==> config.mk <==
export PLATFORM = sky130hd
export DESIGN_NAME = tmr_scrub_ctrl
export DESIGN_NICKNAME = d
export VERILOG_FILES = /design/src/rtl/tmr_scrub_ctrl.sv
export SDC_FILE = /design/constraint.sdc
export NUM_CORES = 1
export LEC_CHECK = 0
export ABC_AREA = 1
export ABC_CLOCK_PERIOD_IN_PS = 1900
export BUFFER_PORTS_ARGS = -buffer_cell sky130_fd_sc_hd__buf_2
export CAP_MARGIN = 15
export CORE_MARGIN = 3
export CORE_UTILIZATION = 40
export DETAILED_ROUTE_END_ITERATION = 12
export PLACE_DENSITY = 0.71
export SYNTH_ARGS = -nofsm -noshare
export SYNTH_HDL_FRONTEND = slang
export SYNTH_SLANG_ARGS = --single-unit
==> constraint.sdc <==
create_clock -name CP -period 1.9 [get_ports CP]
set_input_delay 0.285 -clock CP [delete_from_list [all_inputs] [get_ports CP]]
set_output_delay 0.285 -clock CP [all_outputs]
set_load 0.05 [all_outputs]
==> src/rtl/tmr_scrub_ctrl.sv <==
// Background scrubber for a triplicated register bank: after each idle interval it sweeps every
// address, votes the three copies bitwise and writes the majority back when the copies disagree.
module tmr_scrub_ctrl #(
    parameter int ADDR_W = 5,
    parameter int DATA_W = 8,
    parameter int TMR_W  = 16
) (
    input  logic              CP,
    input  logic              CDN,
    input  logic              EN,
    input  logic [TMR_W-1:0]  INTERVAL,
    output logic [ADDR_W-1:0] RD_ADDR,
    input  logic [DATA_W-1:0] RD_Q1,
    input  logic [DATA_W-1:0] RD_Q2,
    input  logic [DATA_W-1:0] RD_Q3,
    output logic              WR_EN,
    output logic [ADDR_W-1:0] WR_ADDR,
    output logic [DATA_W-1:0] WR_DATA,
    input  logic              HOST_REQ,
    output logic              HOST_GNT,
    output logic [TMR_W-1:0]  SEU_CNT,
    input  logic              SEU_CLR,
    output logic              BUSY
);

    localparam logic [2:0] S_IDLE  = 3'd0;
    localparam logic [2:0] S_WAIT  = 3'd1;
    localparam logic [2:0] S_READ  = 3'd2;
    localparam logic [2:0] S_CHECK = 3'd3;
    localparam logic [2:0] S_FIX   = 3'd4;
    localparam logic [2:0] S_PARK  = 3'd5;

    localparam logic [ADDR_W-1:0] ADDR_LAST = {ADDR_W{1'b1}};
    localparam logic [TMR_W-1:0]  CNT_MAX   = {TMR_W{1'b1}};
    localparam logic [TMR_W-1:0]  TMR_ONE   = TMR_W'(1);

    logic [2:0]        state_q, state_d;
    logic [ADDR_W-1:0] addr_q, addr_d;
    logic [TMR_W-1:0]  timer_q, timer_d;
    logic [TMR_W-1:0]  seu_q, seu_d;
    logic [DATA_W-1:0] fix_q, fix_d;

    logic [DATA_W-1:0] maj;
    logic              mismatch;
    logic [TMR_W-1:0]  reload_val;
    logic              gnt;
    logic              adv;

    assign maj        = (RD_Q1 & RD_Q2) | (RD_Q2 & RD_Q3) | (RD_Q3 & RD_Q1);
    assign mismatch   = (RD_Q1 != maj) || (RD_Q2 != maj) || (RD_Q3 != maj);
    // A zero interval still spends one cycle in WAIT so the host always gets a window.
    assign reload_val = (INTERVAL == '0) ? TMR_ONE : INTERVAL;
    assign gnt        = HOST_REQ && ((state_q == S_IDLE) || (state_q == S_WAIT) || (state_q == S_PARK));

    always_comb begin
        state_d = state_q;
        addr_d  = addr_q;
        timer_d = timer_q;
        fix_d   = fix_q;
        adv     = 1'b0;

        case (state_q)
            S_IDLE: begin
                if (EN) begin
                    state_d = S_WAIT;
                    timer_d = reload_val;
                    addr_d  = '0;
                end
            end
            S_WAIT: begin
                if (!EN) begin
                    state_d = S_IDLE;
                end else if (!gnt) begin
                    timer_d = timer_q - TMR_ONE;
                    if (timer_q <= TMR_ONE) begin
                        timer_d = '0;
                        state_d = S_READ;
                    end
                end
            end
            S_READ: begin
                state_d = S_CHECK;
            end
            S_CHECK: begin
                if (mismatch) begin
                    state_d = S_FIX;
                    fix_d   = maj;
                end else begin
                    adv = 1'b1;
                end
            end
            S_FIX: begin
                adv = 1'b1;
            end
            S_PARK: begin
                if (!EN) begin
                    state_d = S_IDLE;
                    addr_d  = '0;
                end else if (!HOST_REQ) begin
                    state_d = S_READ;
                end
            end
            default: begin
                state_d = S_IDLE;
                addr_d  = '0;
            end
        endcase

        // Address-advance step: the register just handled is complete, decide where to go next.
        if (adv) begin
            if (!EN) begin
                state_d = S_IDLE;
                addr_d  = '0;
            end else if (addr_q == ADDR_LAST) begin
                state_d = S_WAIT;
                addr_d  = '0;
                timer_d = reload_val;
            end else begin
                addr_d  = addr_q + 1'b1;
                state_d = HOST_REQ ? S_PARK : S_READ;
            end
        end
    end

    always_comb begin
        seu_d = seu_q;
        if (SEU_CLR) begin
            seu_d = '0;
        end else if ((state_q == S_FIX) && (seu_q != CNT_MAX)) begin
            seu_d = seu_q + TMR_ONE;
        end
    end

    always_ff @(posedge CP or negedge CDN) begin
        if (!CDN) begin
            state_q <= S_IDLE;
            addr_q  <= '0;
            timer_q <= '0;
            seu_q   <= '0;
            fix_q   <= '0;
        end else begin
            state_q <= state_d;
            addr_q  <= addr_d;
            timer_q <= timer_d;
            seu_q   <= seu_d;
            fix_q   <= fix_d;
        end
    end

    assign RD_ADDR  = addr_q;
    assign WR_EN    = (state_q == S_FIX) && !gnt;
    assign WR_ADDR  = addr_q;
    assign WR_DATA  = fix_q;
    assign HOST_GNT = gnt;
    assign SEU_CNT  = seu_q;
    assign BUSY     = (state_q == S_READ) || (state_q == S_CHECK) || (state_q == S_FIX);

endmodule
==> metrics.txt <==
status complete, no violations; #FFs+latches synth 48; Antenna Violating Nets Remaining 0; Post-Synth Adder-Cell Area 0.0162; io pins 82; CP max FO 5; area grow syn2layout 22.1%; Vias 4282; Initial Util 0.415; DRC viols 0; first-pass GRT wire length 17400 um; Compound-Gate Fraction of Synth Area 0.110; total grt overflow 0; Tmin final 1.79 ns; placed instance count 830; H-tree depth 2; FF-to-FF setup slack 0.13 ns; initial drt markers 265; largest net degree at the start of global routing 25; Simple-Gate Fraction of Synth Area 0.448; share of cells above drive strength 1 0.223; Mapped Nets 667; placer congestion estimate 0.881; Core Area 9280 um^2; Critical Path Source Type flip-flop; row count 35; synthesized instance count 617; first drt pass iteration count 4; mux contribution to synthesized area 0; vias in the first global route 3977; fin nets 770; CP Class reg -> out; Final TNS setup 0 ns; Reg2Reg Launch Point timer_q[13]; slew margin rel. 0.689; post-synthesis xor/xnor area fraction 0.0114; CTS buffer count 5; Hold Path Origin INTERVAL[13]; DIE WIDTH 104 um; final hold vios 0; maximum clock rate 559 MHz; Ys Warns 0; PwrDens 1170 nW/um^2; EDFF count, synth 0; Arr. time, crit path 1.50 ns; Top FF cell, synth dfrtp_1; mapped cell area 3850 um^2; CP endpoint kind output pin; register area share after synthesis 0.312; crit path max-delay cell type dfrtp_2; Cell variety after synth 39; CTS tree done; Synth area leaders dfrtp_1 (31%), nand2_1 (18%), nand3_1 (13%), inv_1 (6.4%), nor2_1 (6.3%); Total Power 5.49 mW; antenna violations before repair 0; Slew Limit Fails 0; GRT Total Usage 0.187; total of max-cap violations 0; DIE HEIGHT 104 um; fin cells 850; # clock sinks 48; port buffer count 81; Critical Path RT 1.62 ns; final setup vio count 0; Leak Pwr 2.55 nW; Avg Inst Size Synth 6.25 um^2; routed len/inst 12.2 um; Final Cycle Share 0.941; Async SR Flop Fraction 1.00; RSZ-0062 raised after global routing false; CTS root buf clkbuf_8; worst-margin pin slew 0.463 ns; largest area contributor in the netlist dfrtp_1; Vias/cell 5.04; top cell type's share of synthesized area 0.312; largest family of logic cells by synthesized area simple AND/OR/NAND/NOR gates; CP cell instances inv_2 -> nor3_4 -> nor2_1 -> buf_4 -> nand2_1 -> buf_6; later-pin clock latency in the skew report 0.31 ns; ANT cells 0; Hold Path Class in -> reg; Worst-path clk slew 0.10 ns; hold slack 0.181 ns; most instantiated library cell after synthesis nand2_1; VDD IR max 0.451 mV; Setup WS post-layout 0.113 ns; total die area 10900 um^2; Synth top cells by count nand2_1 (182), nand3_1 (101), inv_1 (66), nor2_1 (65), dfrtp_1 (48); critical path's largest stage delay 0.44 ns; worst slack, placed -0.0143 ns; Max clock buf depth 2; Fillers 971; HPWL after DPL 8190 um; Max Clock Skew 0.0129 ns; WL final 10400 um; Worst Setup SP state_q[2]
==> flip-flops by register name, summed over array words and instances (netlist names) <==
| signal | flops |
|---|---|
| SEU_CNT | 16 |
| state_q | 3 |
| WR_DATA | 8 |
| timer_q | 16 |
| RD_ADDR | 5 |
==> per-stage QoR <==
stage / area (um^2) / util
global route: 4710 / 0.507
detailed placement: 4450 / 0.479
finish: 4710 / 0.507
floorplan: 3860 / -
CTS: 4570 / 0.492
global placement: 4450 / 0.479
==> area by class of cell <==
cell class / instances / area (um^2) / area share
tap: 129 / 161 / 0.0343
multi-input combinational: 476 / 2310 / 0.490
clock buffer: 7 / 86.3 / 0.0183
sequential: 48 / 1210 / 0.257
timing repair buffer: 109 / 637 / 0.135
clock inverter: 1 / 7.51 / 0.00159
inverter: 80 / 300 / 0.0638
==> critical path, delay by kind of cell, from the launching register on <==
family / cells / cell delay [ns]
buf+inv: 3 / 0.38
flops: 1 / 0.44
simple gates: 3 / 0.37
==> worst paths after layout <==
check,endpoint,cells past startpoint
max,BUSY,6
min,timer_q[13],3
max reg2reg,timer_q[7],11
min reg2reg,WR_DATA[6],2
max in group asynchronous,RD_ADDR[0],3
min in group asynchronous,timer_q[14],3
==> cells in the final DEF, fill, tap and decap left out, drive strengths merged, types with 8 or more instances in the layout <==
cell,instances
nand4,8
o21ai,47
inv,80
nand2,187
a21oi,17
dfrtp,48
nand3,103
nor2,67
nor3,14
buf,108
==> layer usage <==
| metal | track usage | vias up | share of wire |
|---|---|---|---|
| met5 | 0 | - | 0 |
| met2 | 0.321 | 116 | 0.48 |
| met3 | 0.0304 | 12 | 0.050 |
| met1 | 0.241 | 1929 | 0.46 |
| met4 | 0.0579 | 0 | 0.014 |
| li1 | - | 2225 | - |
==> power by group <==
group	internal, mW	switching, mW	total [mW]
Sequential	1.32	0.313	1.64
Combinational	1.08	2.11	3.19
Clock	0.297	0.371	0.668
Total	2.70	2.79	5.49
==> cell families after synthesis <==
group | Yosys count
and+or+nand+nor | 389
buffers and inverters | 93
AOI/OAI and AO/OA | 77
DFF | 48
xor gates and xnor gates | 5
adders and majority gates | 5
==> what timing repair did <==
| action | CTS | global route |
|---|---|---|
| hold buffers | 1 | 0 |
| pin swaps | 0 | 5 |
| gates cloned | 0 | 0 |
| setup endpoints to repair | 6 | 20 |
| buffers inserted | 0 | 11 |
| endpoints found under the hold margin | 48 | 0 |
| resized for setup | 3 | 18 |
Note: power is estimated with default switching activity, not from simulation.
